[src/rtl/mc_cu_pkg.sv]
// Shared types and encodings for the multi-cycle control unit: FSM states,
// opcode map (low 4 bits) and PC operation codes.
package mc_cu_pkg;

  typedef enum logic [2:0] {
    S_IDLE, S_FETCH, S_DECODE, S_EXEC, S_MEM, S_WB, S_HALT
  } state_t;

  localparam logic [3:0] OP_NOP   = 4'h0;
  localparam logic [3:0] OP_LOAD  = 4'h1;
  localparam logic [3:0] OP_STORE = 4'h2;
  localparam logic [3:0] OP_ADDI  = 4'h3;
  localparam logic [3:0] OP_JMP   = 4'h8;
  localparam logic [3:0] OP_BRZ   = 4'h9;
  localparam logic [3:0] OP_HALT  = 4'hF;

  localparam logic [1:0] PC_HOLD  = 2'b00;
  localparam logic [1:0] PC_INC   = 2'b01;
  localparam logic [1:0] PC_JUMP  = 2'b10;
  localparam logic [1:0] PC_CLEAR = 2'b11;

  // 0100..0111 are the register-register ALU ops
  function automatic logic is_alu_op(input logic [3:0] op);
    return op[3:2] == 2'b01;
  endfunction

endpackage

[src/rtl/mc_wait_timer.sv]
// Memory wait-state counter. expired flags the MEM_TIMEOUT-th consecutive
// not-ready cycle; a zero timeout disables the timer entirely.
module mc_wait_timer #(
  parameter int MEM_TIMEOUT = 16
) (
  input  logic clk,
  input  logic rst_n,
  input  logic clear,
  input  logic count_en,
  output logic expired
);

  generate
    if (MEM_TIMEOUT == 0) begin : g_off
      assign expired = 1'b0;
    end else begin : g_cnt
      localparam int CW_RAW = $clog2(MEM_TIMEOUT + 1);
      localparam int CW     = (CW_RAW < 1) ? 1 : CW_RAW;
      localparam logic [CW-1:0] LAST = CW'(MEM_TIMEOUT - 1);

      logic [CW-1:0] cnt;

      always_ff @(posedge clk or negedge rst_n) begin
        if (!rst_n)                        cnt <= '0;
        else if (clear)                    cnt <= '0;
        else if (count_en && cnt != '1)    cnt <= cnt + 1'b1;
      end

      assign expired = count_en && (cnt == LAST);
    end
  endgenerate

endmodule

[src/rtl/mc_control_unit.sv]
// Multi-cycle control unit: FETCH/DECODE/EXEC/MEM/WB sequencing with memory
// handshake timeout, flag-conditional branch, immediate ALU ops and sticky halt.
module mc_control_unit
  import mc_cu_pkg::*;
#(
  parameter int OPCODE_W    = 4,
  parameter int MEM_TIMEOUT = 16
) (
  input  logic                clk,
  input  logic                rst_n,
  input  logic [OPCODE_W-1:0] opcode,
  input  logic                flag,
  input  logic                mem_ready,
  output logic                inst_wr,
  output logic                decoder_en,
  output logic                reg_en,
  output logic                imm_en,
  output logic                rD_wr,
  output logic                mem_rd,
  output logic                mem_wr,
  output logic                adrs_ctrl,
  output logic [1:0]          pc_op,
  output logic                halted,
  output logic                timeout_err
);

  state_t     state;
  logic [3:0] op_q;
  logic [3:0] op_dec;
  logic       tmr_expired;

  // Any set bit above bit 3 turns the instruction into a NOP.
  assign op_dec = ((opcode >> 4) != '0) ? OP_NOP : opcode[3:0];

  mc_wait_timer #(.MEM_TIMEOUT(MEM_TIMEOUT)) u_wait (
    .clk      (clk),
    .rst_n    (rst_n),
    .clear    (state != S_MEM),
    .count_en (state == S_MEM && !mem_ready),
    .expired  (tmr_expired)
  );

  always_ff @(posedge clk or negedge rst_n) begin
    if (!rst_n) begin
      state       <= S_IDLE;
      op_q        <= OP_NOP;
      timeout_err <= 1'b0;
    end else begin
      case (state)
        S_IDLE:   state <= S_FETCH;
        S_FETCH:  state <= S_DECODE;
        S_DECODE: begin
          op_q <= op_dec;
          if (op_dec == OP_LOAD || op_dec == OP_STORE) state <= S_MEM;
          else if (op_dec == OP_HALT)                  state <= S_HALT;
          else                                         state <= S_EXEC;
        end
        S_EXEC:   state <= (is_alu_op(op_q) || op_q == OP_ADDI) ? S_WB : S_FETCH;
        S_MEM: begin
          // a same-cycle ready beats the timeout
          if (mem_ready)        state <= (op_q == OP_LOAD) ? S_WB : S_FETCH;
          else if (tmr_expired) begin
            state       <= S_HALT;
            timeout_err <= 1'b1;
          end
        end
        S_WB:     state <= S_FETCH;
        S_HALT:   state <= S_HALT;
        default:  state <= S_IDLE;
      endcase
    end
  end

  always_comb begin
    inst_wr    = 1'b0;
    decoder_en = 1'b0;
    reg_en     = 1'b0;
    imm_en     = 1'b0;
    rD_wr      = 1'b0;
    mem_rd     = 1'b0;
    mem_wr     = 1'b0;
    adrs_ctrl  = 1'b0;
    pc_op      = PC_HOLD;
    halted     = 1'b0;
    case (state)
      S_IDLE:   pc_op = PC_CLEAR;
      S_FETCH: begin
        inst_wr = 1'b1;
        pc_op   = PC_INC;
      end
      S_DECODE: decoder_en = 1'b1;
      S_EXEC: begin
        if (is_alu_op(op_q)) reg_en = 1'b1;
        if (op_q == OP_ADDI) begin
          reg_en = 1'b1;
          imm_en = 1'b1;
        end
        if (op_q == OP_JMP || (op_q == OP_BRZ && flag)) pc_op = PC_JUMP;
      end
      S_MEM: begin
        adrs_ctrl = 1'b1;
        reg_en    = 1'b1;
        mem_rd    = (op_q == OP_LOAD);
        mem_wr    = (op_q == OP_STORE);
      end
      S_WB: begin
        rD_wr  = 1'b1;
        imm_en = (op_q == OP_ADDI);
      end
      S_HALT:   halted = 1'b1;
      default:  pc_op = PC_HOLD;
    endcase
  end

endmodule

[config.mk]
export PLATFORM = sky130hd
export DESIGN_NAME = mc_control_unit
export DESIGN_NICKNAME = d
export VERILOG_FILES = /design/src/rtl/mc_cu_pkg.sv /design/src/rtl/mc_wait_timer.sv /design/src/rtl/mc_control_unit.sv
export SDC_FILE = /design/constraint.sdc
export NUM_CORES = 1
export LEC_CHECK = 0
export CAP_MARGIN = 20
export CORE_MARGIN = 3
export CORE_UTILIZATION = 51
export CTS_CLUSTER_DIAMETER = 80
export DETAILED_ROUTE_END_ITERATION = 7
export PLACE_DENSITY = 0.82
export SETUP_SLACK_MARGIN = 0.4
export SKIP_LAST_GASP = 1
export SLEW_MARGIN = 20
export SYNTH_ARGS = -nofsm -noshare
export SYNTH_HDL_FRONTEND = slang
export SYNTH_SLANG_ARGS = --single-unit
[constraint.sdc]
create_clock -name clk -period 4.8 [get_ports clk]
set_clock_uncertainty 0.05 [all_clocks]
set_input_delay 0.96 -clock clk [delete_from_list [all_inputs] [get_ports clk]]
set_output_delay 0.96 -clock clk [all_outputs]
set_load 0.02 [all_outputs]
# Yosys cells after proc, flatten, opt, wreduce, memory -nomap -nowiden
# Cells that the tools add are included.
# op_classes
n_lt_le_gt_ge	0
div	0
n_mul	0
reduce_logical	12
n_mux	23
n_addsub	1
shift	0
n_eq_ne	19
bitwise_logic	1
# ops
operator	n
$mux W3	6
$pmux W3 S6	1
$eq A4 B2 Y1 const B	3
$eq A4 B4 Y1 const B	3
$mux W1	10
$mux W5	2
$eq A3 B3 Y1 const B	3
$eq A4 B1 Y1 const B	2
$eq A3 B2 Y1 const B	2
$ne A3 B3 Y1 const B	2
$pmux W2 S3	1
$add A5 B1 Y5 const B	1
$eq A5 B4 Y1 const B	1
$ne A5 B5 Y1 const B	1
$logic_and A1 B1 Y1	4
$pmux W1 S2	2
$eq A3 B1 Y1 const B	1
$logic_not A3 Y1	1
$logic_or A1 B1 Y1	3
$reduce_and A3 Y1	1
$eq A2 B1 Y1 const B	1
$mux W2	1
$reduce_bool A2 Y1	1
$reduce_or A2 Y1	1
other kinds (2)	2
# word_totals
wordCells	60
latch_bits	0
regBits	13
romBits	0
output_inout_bits	12
memories	0
ramBits	0
in_bits	8

# Logic depth before layout (Yosys ltp)
# Gate-level depths: netlist (run 1).
# logic_depth
ltp_word	6
mapped_depth	6
mapped_depth_nobuf	6

# Cells and area by module
# A second synthesis (run 1) with hierarchy kept.
# unflattened
hier_cells	82
area_unflattened_um2	823.3
# by_module_without_submodules
module	area_each_um2	instances	seq_area_each_um2	cells_per_inst
mc_control_unit	543.0	1	200.2	57
mc_wait_timer	280.3	1	125.1	25

# Least setup slack after synthesis (run 1)
# No wires, ideal clock.
# synth_timing
path_type	register to output
startpoint	register state[1]
endpoint	output mem_wr
path_slack_ns	2.260
stages_incl_launch_ff	6
required_ns	3.790
path_buffers	2
arrival_time_ns	1.530
cell_sequence	dfrtp_1 > buf_4 > inv_1 > nand2b_4 > buf_6 > nor4b_1
# synth_between
elab_chain_cells	2
# synth_rtl
element	line_no	rtl
start, declared	mc_control_unit.sv:27	state_t state;
start signal, assigned	mc_control_unit.sv:58	S_EXEC: state <= (is_alu_op(op_q) || op_q == OP_ADDI) ? S_WB : S_FETCH;
start signal, assigned	mc_control_unit.sv:61	if (mem_ready) state <= (op_q == OP_LOAD) ? S_WB : S_FETCH;
$eq A3 B3 Y1	mc_control_unit.sv:85	case (state)
$mux W1	mc_control_unit.sv:85	
end, declared	mc_control_unit.sv:20	output logic mem_wr,
# No other way between the ends.

# Worst setup path after layout (run 1)
# layout_timing
startpoint	input flag
endpoint	output pc_op[1]
# layout_between
elab_chain_cells	4
# layout_rtl
element	line_no	rtl
start, declared	mc_control_unit.sv:12	input logic flag,
$logic_and A1 B1 Y1	mc_control_unit.sv:98	if (op_q == OP_JMP || (op_q == OP_BRZ && flag)) pc_op = PC_JUMP;
$logic_or A1 B1 Y1	mc_control_unit.sv:98	
$mux W2	mc_control_unit.sv:98	
$pmux W2 S3	mc_control_unit.sv:85	
end, declared	mc_control_unit.sv:22	output logic [1:0] pc_op,
# No other way between the ends.

==> results of run 1 <==
[worst reg2reg max path, delay by kind of cell (launching register included)]
family | cells | cell delay (ps)
adders and majority gates | 2 | 440
and+or+nand+nor | 2 | 650
AOI/OAI and AO/OA | 1 | 160
DFF | 1 | 410
[stage by stage]
step	instance area, sq um	worst slack [ps]	util
floorplan	812.0	2260	-
global placement	983.4	1522	0.7030
detailed placement	983.4	1499	0.7030
CTS	1010	1496	0.7218
global route	1010	1446	0.7218
finish	1010	1505	0.7218
[cell usage in the layout (no fill, tap or decap), types with 2 or more instances in the layout]
master,instances
dfrtp_1,13
a21oi_1,3
inv_1,6
and4_1,2
clkbuf_4,3
nor4bb_1,2
clkdlybuf4s50_1,19
and3_1,2
nor2_1,10
xnor2_1,3
mux2_2,3
ha_1,3
o21ai_0,4
nand2_1,4
nand2b_4,2
o31ai_1,2
[per-layer routing]
layer | share of wire | global-route usage | vias to the layer above | routed length, um
met5 | 0 | 0 | - | 0
met1 | 0.48 | 0.2372 | 320 | 772
met2 | 0.46 | 0.2720 | 16 | 744
li1 | - | - | 330 | -
met3 | 0.041 | 0.03953 | 5 | 67
met4 | 0.020 | 0.09659 | 0 | 32
[layout make-up]
class                      count  area share
clock buffer                   4     0.02602
inverter                       7     0.02602
multi-input combinational     58      0.4188
sequential                    13      0.3222
tap                           15     0.01859
timing repair buffer          19      0.1884
[where the power goes]
part | internal (mW) | total [mW] | switching (mW)
clock network | 0.0323 | 0.0683 | 0.0361
registers | 0.109 | 0.109 | 0
logic | 0.00678 | 0.0132 | 0.00647
total | 0.148 | 0.191 | 0.0426
[worst paths after layout]
| check | slack, ps | depth (start not counted) | end | start |
|---|---|---|---|---|
| max | 1500 | 5 | pc_op[1] | flag |
| min | 420 | 1 | timeout_err | timeout_err |
| max reg2reg | 3010 | 5 | u_wait.g_cnt.cnt[3] | u_wait.g_cnt.cnt[0] |
| min reg2reg | 420 | 1 | timeout_err | timeout_err |
| max in group asynchronous | 3330 | 1 | u_wait.g_cnt.cnt[3] | rst_n |
| min in group asynchronous | 990 | 1 | op_q[2] | rst_n |
[state kept, by name (all words and copies together), names as in the netlist]
signal            count
op_q                  4
state                 3
timeout_err           1
u_wait.g_cnt.cnt      5
[cell families (layout without fill, tap and decap cells)]
family / count (synthesis) / after routing / synth area share
adder cells (fa/ha/maj): 3 / 3 / 0.04623
buffers and inverters: 11 / 30 / 0.07857
flip-flops: 13 / 13 / 0.4006
XOR/XNOR: 4 / 4 / 0.04315
multiplexers: 3 / 3 / 0.04160
AO/OA/AOI/OAI: 16 / 16 / 0.1325
AND/OR/NAND/NOR: 32 / 32 / 0.2574
==> key figures, run 1 <==
GRT
  – First-pass GRT wire length: between 2000 and 3000 um
  – Total grt overflow: 0
  – All-Layer GR Usage: 0.1803
  – Vias in the first global route: 602
  – Largest net degree at the start of global routing: 14
  – Initial antenna violation count: 0

Pwr
  – Tot Pwr: 191.0 uW
  – Max VDD drop: between 150 and 200 uV
  – Pleak: 0.4451 nW
  – PD cells: 189.1 nW/um^2

Floorplanning
  – Starting Density: 0.5805
  – Core area: 1399 sq um
  – Die area: 2107 sq um
  – Die width: 45.90 um
  – I/O Pins: 20
  – Site row count: 13
  – Die height: approximately 46 um

Timing
  – Ratio of final minimum period to clock period: 0.6865
  – Relative max-transition margin: 0.6191
  – Final min period: 3295 ps
  – Final Setup Violations: 0
  – Measured slew at the worst slew-check pin: 569.6 ps
  – RSZ-0062 raised after global routing: false
  – WHS: 417.0 ps
  – Max Slew Vio Count: 0
  – Final Hold Fails: 0
  – F_max: approximately 0.3 GHz
  – Setup TNS: 0 ps

CTS
  – CTS tree: yes
  – Setup bufs post-CTS: 0
  – Worst-case clock buffer depth: 2
  – H-tree levels: 1
  – Cts hold-fix bufs: 0
  – TritonCTS Buffers: 3
  – Worst-path clk slew: about 80 ps
  – Clock sink count: 13
  – Worst-Skew Late Latency: between 200 and 300 ps
  – CTS root buf: clkbuf_4
  – Post-cts resize count: 0

Routing
  – Initial DRC count: 12
  – Drt drc: 0
  – Drt first pass iters: 4
  – Final WL: 1617 um
  – Routed len/inst: around 14 um
  – Vias after detailed routing: roughly 670
  – Vias/cell: 5.784
  – ANT nets after route: 0

Logic synthesis
  – Synth top area share: 0.4006
  – Post-synthesis register bit count: 13
  – Most common cell in the netlist: dfrtp_1
  – Post-Syn Instances: 82
  – Sequential share of the synthesized area: 0.4006
  – Ys Warns: 0
  – Count of cell types in the netlist: 35
  – Mapped Nets: 93
  – Commonest cells post-synth: dfrtp_1 (13), nor2_1 (10), inv_1 (6)
  – Syn_area_per_cell: approximately 10 sq um
  – Top FF cell, synth: dfrtp_1
  – Top post-synthesis cells by area: dfrtp_1 (40%), ha_1 (4.6%), nor2_1 (4.6%)
  – Post-synth EDFFs: 0
  – Ys async rst share: 1.000
  – Leading area contributor after synthesis: dfrtp_1
  – Post-Syn Area: roughly 810 sq um

Worst hold path
  – Hold crit path type: reg2reg

Worst setup path
  – Delay-heaviest family, CP: buffers and inverters
  – Data required time of the worst path: 3790 ps
  – Slowest CP cell: clkdlybuf4s50_1
  – Critical-path cell list: clkdlybuf4s50_1 -> nand2b_1 -> a31oi_1 -> nor2_1 -> clkdlybuf4s50_1
  – Crit path DAT: roughly 2300 ps
  – Type of origin of the critical path: input port
  – Crit-path max cell delay: 610 ps
  – Most used cell, CP: clkdlybuf4s50_1
  – CP max FO: 1
  – Crit end category: output pin
  – Crit path kind: in2out
  – Critical path buffers and inverters: 2

Final layout
  – Flip-flop and latch area: roughly 330 sq um
  – Ant. Diodes: 0
  – Nets: between 100 and 150
  – Layout cells sized above 1: 0.09901
  – Fill cell count: 110
  – Area growth, synth to finish: 24.35%
  – Fin cells: approximately 120
  – Area of the multi-input gates: approximately 420 sq um

Run
  – Max-Cap Viols: 0

Placement
  – GP Congestion: about 0.77
  – PortBufs: 19
  – Inst Count DP: 112
  – Post-detailed-placement half-perimeter wirelength: between 1000 and 1500 um

Status
  – Status: finished clean
(Power assumes the default switching activity.)
==> run 2: changes to the inputs <==
- CORE_UTILIZATION: 51 -> 43
- PLACE_DENSITY: 0.82 -> 0.74
- clock period: 4.8 -> 2.8 ns (I/O delays scaled with it)
==> run 2 against run 1 <==
Clock power is 71% higher. Sequential share of layout area is 1.0 points lower. Worst hold slack worse by 2.4 ps. Critical endpoint is now imm_en. Sequential power is 72% higher. Utilization is 12 points lower. Largest cell class unchanged.
==> key figures, run 2 (same netlist as run 1, synthesis figures left out) <==
Timing
  – Measured slew at the worst slew-check pin: 583.7 ps (+14.08 ps)
  – Final Setup Violations: 0 (unchanged)
  – F_max: ~0.42 GHz
  – Final min period: 2361 ps
  – Max Slew Vio Count: 0 (unchanged)
  – Final Hold Fails: 0 (unchanged)
  – Setup TNS: 0 ps (unchanged)
  – Ratio of final minimum period to clock period: 0.8433
  – RSZ-0062 raised after global routing: false
  – Relative max-transition margin: 0.6096 (-0.009416)

Routing
  – Final WL: 1700 um (+5.1%)
  – Vias/cell: 5.254 (-9.2%)
  – Drt first pass iters: 4 (unchanged)
  – ANT nets after route: 0 (unchanged)
  – Routed len/inst: 13.08 um (-6.2%)
  – Drt drc: 0 (unchanged)
  – Vias after detailed routing: 683 (+1.8%)
  – Initial DRC count: 10 (-2)

Placement
  – PortBufs: 19 (unchanged)
  – GP Congestion: 0.7688 (+0.14%)
  – Post-detailed-placement half-perimeter wirelength: 1233 um (+0.11%)

Pwr
  – Tot Pwr: 327.3 uW (+71%)
  – Sw Share: 0.2294 (+0.006637)
  – Clock share of power: 0.357 (about the same)
  – Int Power: 252.2 uW (+70%)
  – Logic gate share of total power: 0.070 (about the same)
  – Seq pwr share: 0.573 (about the same)
  – PD cells: 310.3 nW/um^2 (+64%)
  – Max VDD drop: 288.0 uV (+87%)
  – Psw: 75.09 uW (+76%)
  – Pleak: 0.4827 nW (+8.4%)

Floorplanning
  – I/O Pins: 20 (unchanged)
  – Die area: 2446 sq um (+16%)
  – Core area: 1745 sq um (+25%)
  – Die height: 49.46 um (+7.7%)
  – Site row count: 15 (+2)
  – Die width: 49.46 um (+7.7%)
  – Starting Density: 0.4652 (-0.1153)

Worst setup path
  – Crit-path max cell delay: 600 ps (about the same)
  – Crit end category: output pin
  – Crit path DAT: 1750 ps (-540 ps)
  – Data required time of the worst path: 2190 ps (-1600 ps)
  – Slowest CP cell: clkdlybuf4s50_1
  – Critical-path cell list: xor2_1 -> and4_1 -> clkdlybuf4s50_1
  – Crit path kind: reg2out
  – CP max FO: 9 (+8)
  – Type of origin of the critical path: register

CTS
  – Worst-path clk slew: 80 ps (about the same)
  – Worst-case clock buffer depth: 2 (unchanged)
  – Clock sink count: 13 (unchanged)
  – H-tree levels: 1 (unchanged)
  – Cts hold-fix bufs: 0 (unchanged)
  – TritonCTS Buffers: 3 (unchanged)
  – CTS root buf: clkbuf_4
  – CTS tree: yes
  – Worst-Skew Late Latency: 280 ps (about the same)

GRT
  – Vias in the first global route: 652 (+8.3%)
  – First-pass GRT wire length: 2939 um (+11%)
  – Largest net degree at the start of global routing: 14 (unchanged)
  – All-Layer GR Usage: 0.1558 (-0.02451)
  – Total grt overflow: 0 (unchanged)
  – Initial antenna violation count: 0 (unchanged)

Status
  – Status: finished clean

Final layout
  – Nets: 117 (+3.5%)
  – Ant. Diodes: 0 (unchanged)
  – Layout cells sized above 1: 0.1905 (+0.09147)
  – Util after Layout: 0.6043 (-0.1175)
  – Max reg flops: 5 (unchanged)
  – Commonest cells after routing, fill and taps aside: clkdlybuf4s50_1 (14), nor2_1 (10), dfrtp_1 (10)
  – Most common cell after layout, fill and taps aside: clkdlybuf4s50_1
  – Largest reg by FF count: u_wait.g_cnt.cnt
  – Area growth, synth to finish: 29.89%
  – Top flop regs: u_wait.g_cnt.cnt (5), op_q (4), state (3)

Run
  – Max-Cap Viols: 0 (unchanged)

Worst hold path
  – Hold crit path type: reg2reg
## run 2: layer usage
layer | vias to the layer above | track usage | part of all wire | wire length [um]
met3 | 2 | 0.01813 | 0.039 | 67
met2 | 19 | 0.2567 | 0.45 | 772
met4 | 0 | 0.05530 | 0.012 | 21
met5 | - | 0 | 0 | 0
li1 | 343 | - | - | -
met1 | 319 | 0.2107 | 0.49 | 838
## run 2: timing repair
action,in CTS,in global routing
pin swaps,1,0
setup buffers,3,1
endpoints found under the setup margin,8,4
cloned,0,0
resized for setup,9,4
## run 2: path summary, 6_finish.rpt
kind / from / endpoint / slack [ps] / cells past startpoint
max: state[2] / imm_en / 440 / 3
min: timeout_err / timeout_err / 410 / 1
max reg2reg: u_wait.g_cnt.cnt[0] / u_wait.g_cnt.cnt[3] / 1030 / 5
min reg2reg: timeout_err / timeout_err / 410 / 1
max in group asynchronous: rst_n / state[1] / 1690 / 1
min in group asynchronous: rst_n / state[2] / 600 / 1
## run 2: final cells by class
class	instances	area (sq um)
multi-input cells	58	429.2
flip-flops and latches	13	329.1
fillers	154	690.7
inverters	7	26.28
clock buffers	3	22.52
clock inverters	1	5.005
repair buffers	23	211.5
well taps	25	31.28
## run 2: power by group through the flow
stage,Sequential (mW),Clock [mW],Combinational [mW]
after floorplan,0.191,0,0.00549
after global placement,0.191,0,0.0231
after detailed placement,0.191,0,0.0234
after CTS,0.188,0.121,0.0235
after global routing,0.188,0.129,0.0253
final,0.188,0.117,0.0230
## run 2: critical path, delay by kind of cell, from the launching register on
| family | cells | cell delay, ps |
|---|---|---|
| buffers and inverters | 1 | 600 |
| flip-flops | 1 | 500 |
| AND/OR/NAND/NOR | 1 | 200 |
| XOR/XNOR | 1 | 170 |
## run 2: through the flow
stage               cells  hold WS, ps  setup WS [ps]  area, sq um
floorplan              82        214.4          659.8        812.0
global placement      122        391.1          322.6        996.0
detailed placement    122        395.1          295.0        996.0
CTS                   129        418.9          406.0         1050
global route          130        458.4          400.8         1055
finish                130        414.7          438.7         1055
==> run 3: changes to the inputs <==
- CORE_UTILIZATION: 43 -> 47
- PLACE_DENSITY: 0.74 -> 0.77
- clock period: 2.8 -> 2.42 ns (I/O delays scaled with it)
==> run 3 against run 2 <==
Sequential power up 15%. Largest power group unchanged. Utilization up 9.2 points. Routed wire length up 25%. Worst hold slack better by 3.8 ps. Clock-buffer cell count unchanged. Setup slack worse by 53 ps. Non-clock buffer count up 5.
==> key figures, run 3 (same netlist as run 1, synthesis figures left out) <==
Pwr
  – Seq pwr share: 0.554 (-0.019)
  – Max VDD drop: 287.8 uV (about the same)
  – Pleak: 0.5251 nW (+8.8%)
  – Psw: 99.60 uW (+33%)
  – PD cells: 360.6 nW/um^2 (+16%)
  – Sw Share: 0.2543 (+0.02488)
  – Logic gate share of total power: 0.071 (about the same)
  – Int Power: 292.0 uW (+16%)
  – Clock share of power: 0.375 (+0.018)
  – Tot Pwr: 391.6 uW (+20%)

Floorplanning
  – I/O Pins: 20 (unchanged)
  – Site row count: 14 (-1)
  – Core area: 1559 sq um (-11%)
  – Starting Density: 0.5209 (+0.05563)
  – Die width: 47.57 um (-3.8%)
  – Die area: 2262 sq um (-7.5%)
  – Die height: 47.57 um (-3.8%)

Placement
  – Post-detailed-placement half-perimeter wirelength: 1330 um (+7.9%)
  – Placed standard-cell area: 1013 sq um (+1.8%)
  – PortBufs: 19 (unchanged)
  – GP Congestion: 0.7805 (+1.5%)

Worst setup path
  – Slowest CP cell: dfrtp_1
  – Crit end category: output pin
  – Critical-path cell list: nor4bb_1 -> a31oi_1 -> nor2_1 -> buf_2
  – Type of origin of the critical path: register
  – Reg-to-Reg Start: u_wait.g_cnt.cnt[0]
  – Launch point of the critical path: op_q[2]
  – Crit path DAT: 1500 ps (-250 ps)
  – CP max FO: 4 (-5)
  – Crit-path max cell delay: 440 ps (-160 ps)
  – Crit path kind: reg2out
  – Data required time of the worst path: 1890 ps (-300 ps)

Timing
  – Ratio of final minimum period to clock period: 0.8405
  – F_max: about 0.5 GHz
  – Final Setup Violations: 0 (unchanged)
  – Relative max-transition margin: 0.6119 (+0.002221)
  – Final Hold Fails: 0 (unchanged)
  – Max Slew Vio Count: 0 (unchanged)
  – RSZ-0062 raised after global routing: true
  – Setup TNS: 0 ps (unchanged)
  – Final min period: between 2000 and 2500 ps
  – Measured slew at the worst slew-check pin: 580.4 ps (-3.321 ps)

Routing
  – Drt drc: 0 (unchanged)
  – Routed len/inst: 16.90 um (+29%)
  – Final WL: 2130 um (+25%)
  – Vias after detailed routing: 758 (+11%)
  – Drt first pass iters: 4 (unchanged)
  – Initial DRC count: 20 (+10)
  – Vias/cell: 6.016 (+15%)
  – ANT nets after route: 0 (unchanged)

Final layout
  – Ant. Diodes: 0 (unchanged)
  – Area growth, synth to finish: 33.74%
  – Layout cells sized above 1: 0.3091 (+0.1186)
  – Util after Layout: 0.6966 (+0.09233)
  – Post-route cell area: 1086 sq um (+3.0%)
  – Fill cell count: 140 (-9.1%)
  – Commonest cells after routing, fill and taps aside: dfrtp_1 (10), buf_4 (10), nor2_1 (8), clkdlybuf4s50_1 (8), inv_1 (6)
  – Nets: 122 (+4.3%)
  – Largest reg by FF count: u_wait.g_cnt.cnt
  – Max reg flops: 5 (unchanged)
  – Top flop regs: u_wait.g_cnt.cnt (5), op_q (4), state (3)

CTS
  – H-tree levels: 1 (unchanged)
  – CTS root buf: clkbuf_4
  – Clock sink count: 13 (unchanged)
  – Worst-Skew Late Latency: 290 ps (about the same)
  – Worst-case clock buffer depth: 2 (unchanged)
  – TritonCTS Buffers: 3 (unchanged)
  – Cts hold-fix bufs: 0 (unchanged)
  – Worst-path clk slew: 100 ps (+20 ps)
  – CTS tree: yes

Worst hold path
  – Hold crit path type: reg2reg
  – HP Start: timeout_err

Run
  – Max-Cap Viols: 0 (unchanged)

GRT
  – Initial antenna violation count: 0 (unchanged)
  – Largest net degree at the start of global routing: 14 (unchanged)
  – First-pass GRT wire length: 3118 um (+6.1%)
  – Total grt overflow: 0 (unchanged)
  – All-Layer GR Usage: 0.1988 (+0.04300)
  – Vias in the first global route: 696 (+6.7%)

Status
  – Status: finished clean
==> run 3: metal layers <==
metal / vias to the layer above / routed length, um / track usage
li1: 351 / - / -
met1: 374 / 908 / 0.2685
met2: 25 / 1058 / 0.2941
met3: 8 / 113 / 0.03759
met4: 0 / 50 / 0.1183
met5: - / 0 / 0
==> run 3: power groups by stage <==
| stage | registers (mW) | logic, mW | clock network, mW |
|---|---|---|---|
| floorplan | 0.221 | 0.00636 | 0 |
| global placement | 0.221 | 0.0266 | 0 |
| detailed placement | 0.221 | 0.0269 | 0 |
| CTS | 0.217 | 0.0276 | 0.149 |
| global route | 0.217 | 0.0301 | 0.158 |
| finish | 0.217 | 0.0277 | 0.147 |
==> run 3: area by class of cell <==
cell class	instances	area, sq um	share of cell area
clock buffers	3	22.52	0.02074
clock inverters	1	5.005	0.004608
inverters	7	26.28	0.02419
multi-input cells	58	449.2	0.4136
flip-flops and latches	13	329.1	0.3030
well taps	16	20.02	0.01843
repair buffers	28	234.0	0.2154
==> run 3: path summary, 6_finish.rpt <==
path / to / slack (ps) / cells after the start
max: pc_op[1] / 390 / 4
min reg2reg: timeout_err / 420 / 1
max reg2reg: u_wait.g_cnt.cnt[3] / 640 / 5
min in group asynchronous: u_wait.g_cnt.cnt[2] / 500 / 1
min: timeout_err / 420 / 1
max in group asynchronous: state[1] / 1400 / 1
==> run 3: timing repair <==
item / 4_1_cts / 5_1_grt
pin swaps: 1 / 2
resized for setup: 33 / 14
setup endpoints to repair: 11 / 5
buffers inserted: 4 / 2
==> run 3: through the flow <==
| step | std cells | setup WS [ps] | hold WS [ps] |
|---|---|---|---|
| global route | 126 | 341.9 | 444.3 |
| CTS | 124 | 223.2 | 422.3 |
| detailed placement | 116 | 80.01 | 398.1 |
| global placement | 116 | 91.64 | 392.6 |
| finish | 126 | 386.1 | 418.4 |
| floorplan | 82 | 628.7 | 138.4 |
==> run 3: worst max-delay path, delay by kind of cell (launching register included) <==
family / cells / cell delay (ps)
simple gates: 2 / 480
flops: 1 / 440
buf+inv: 1 / 160
compound gates: 1 / 130
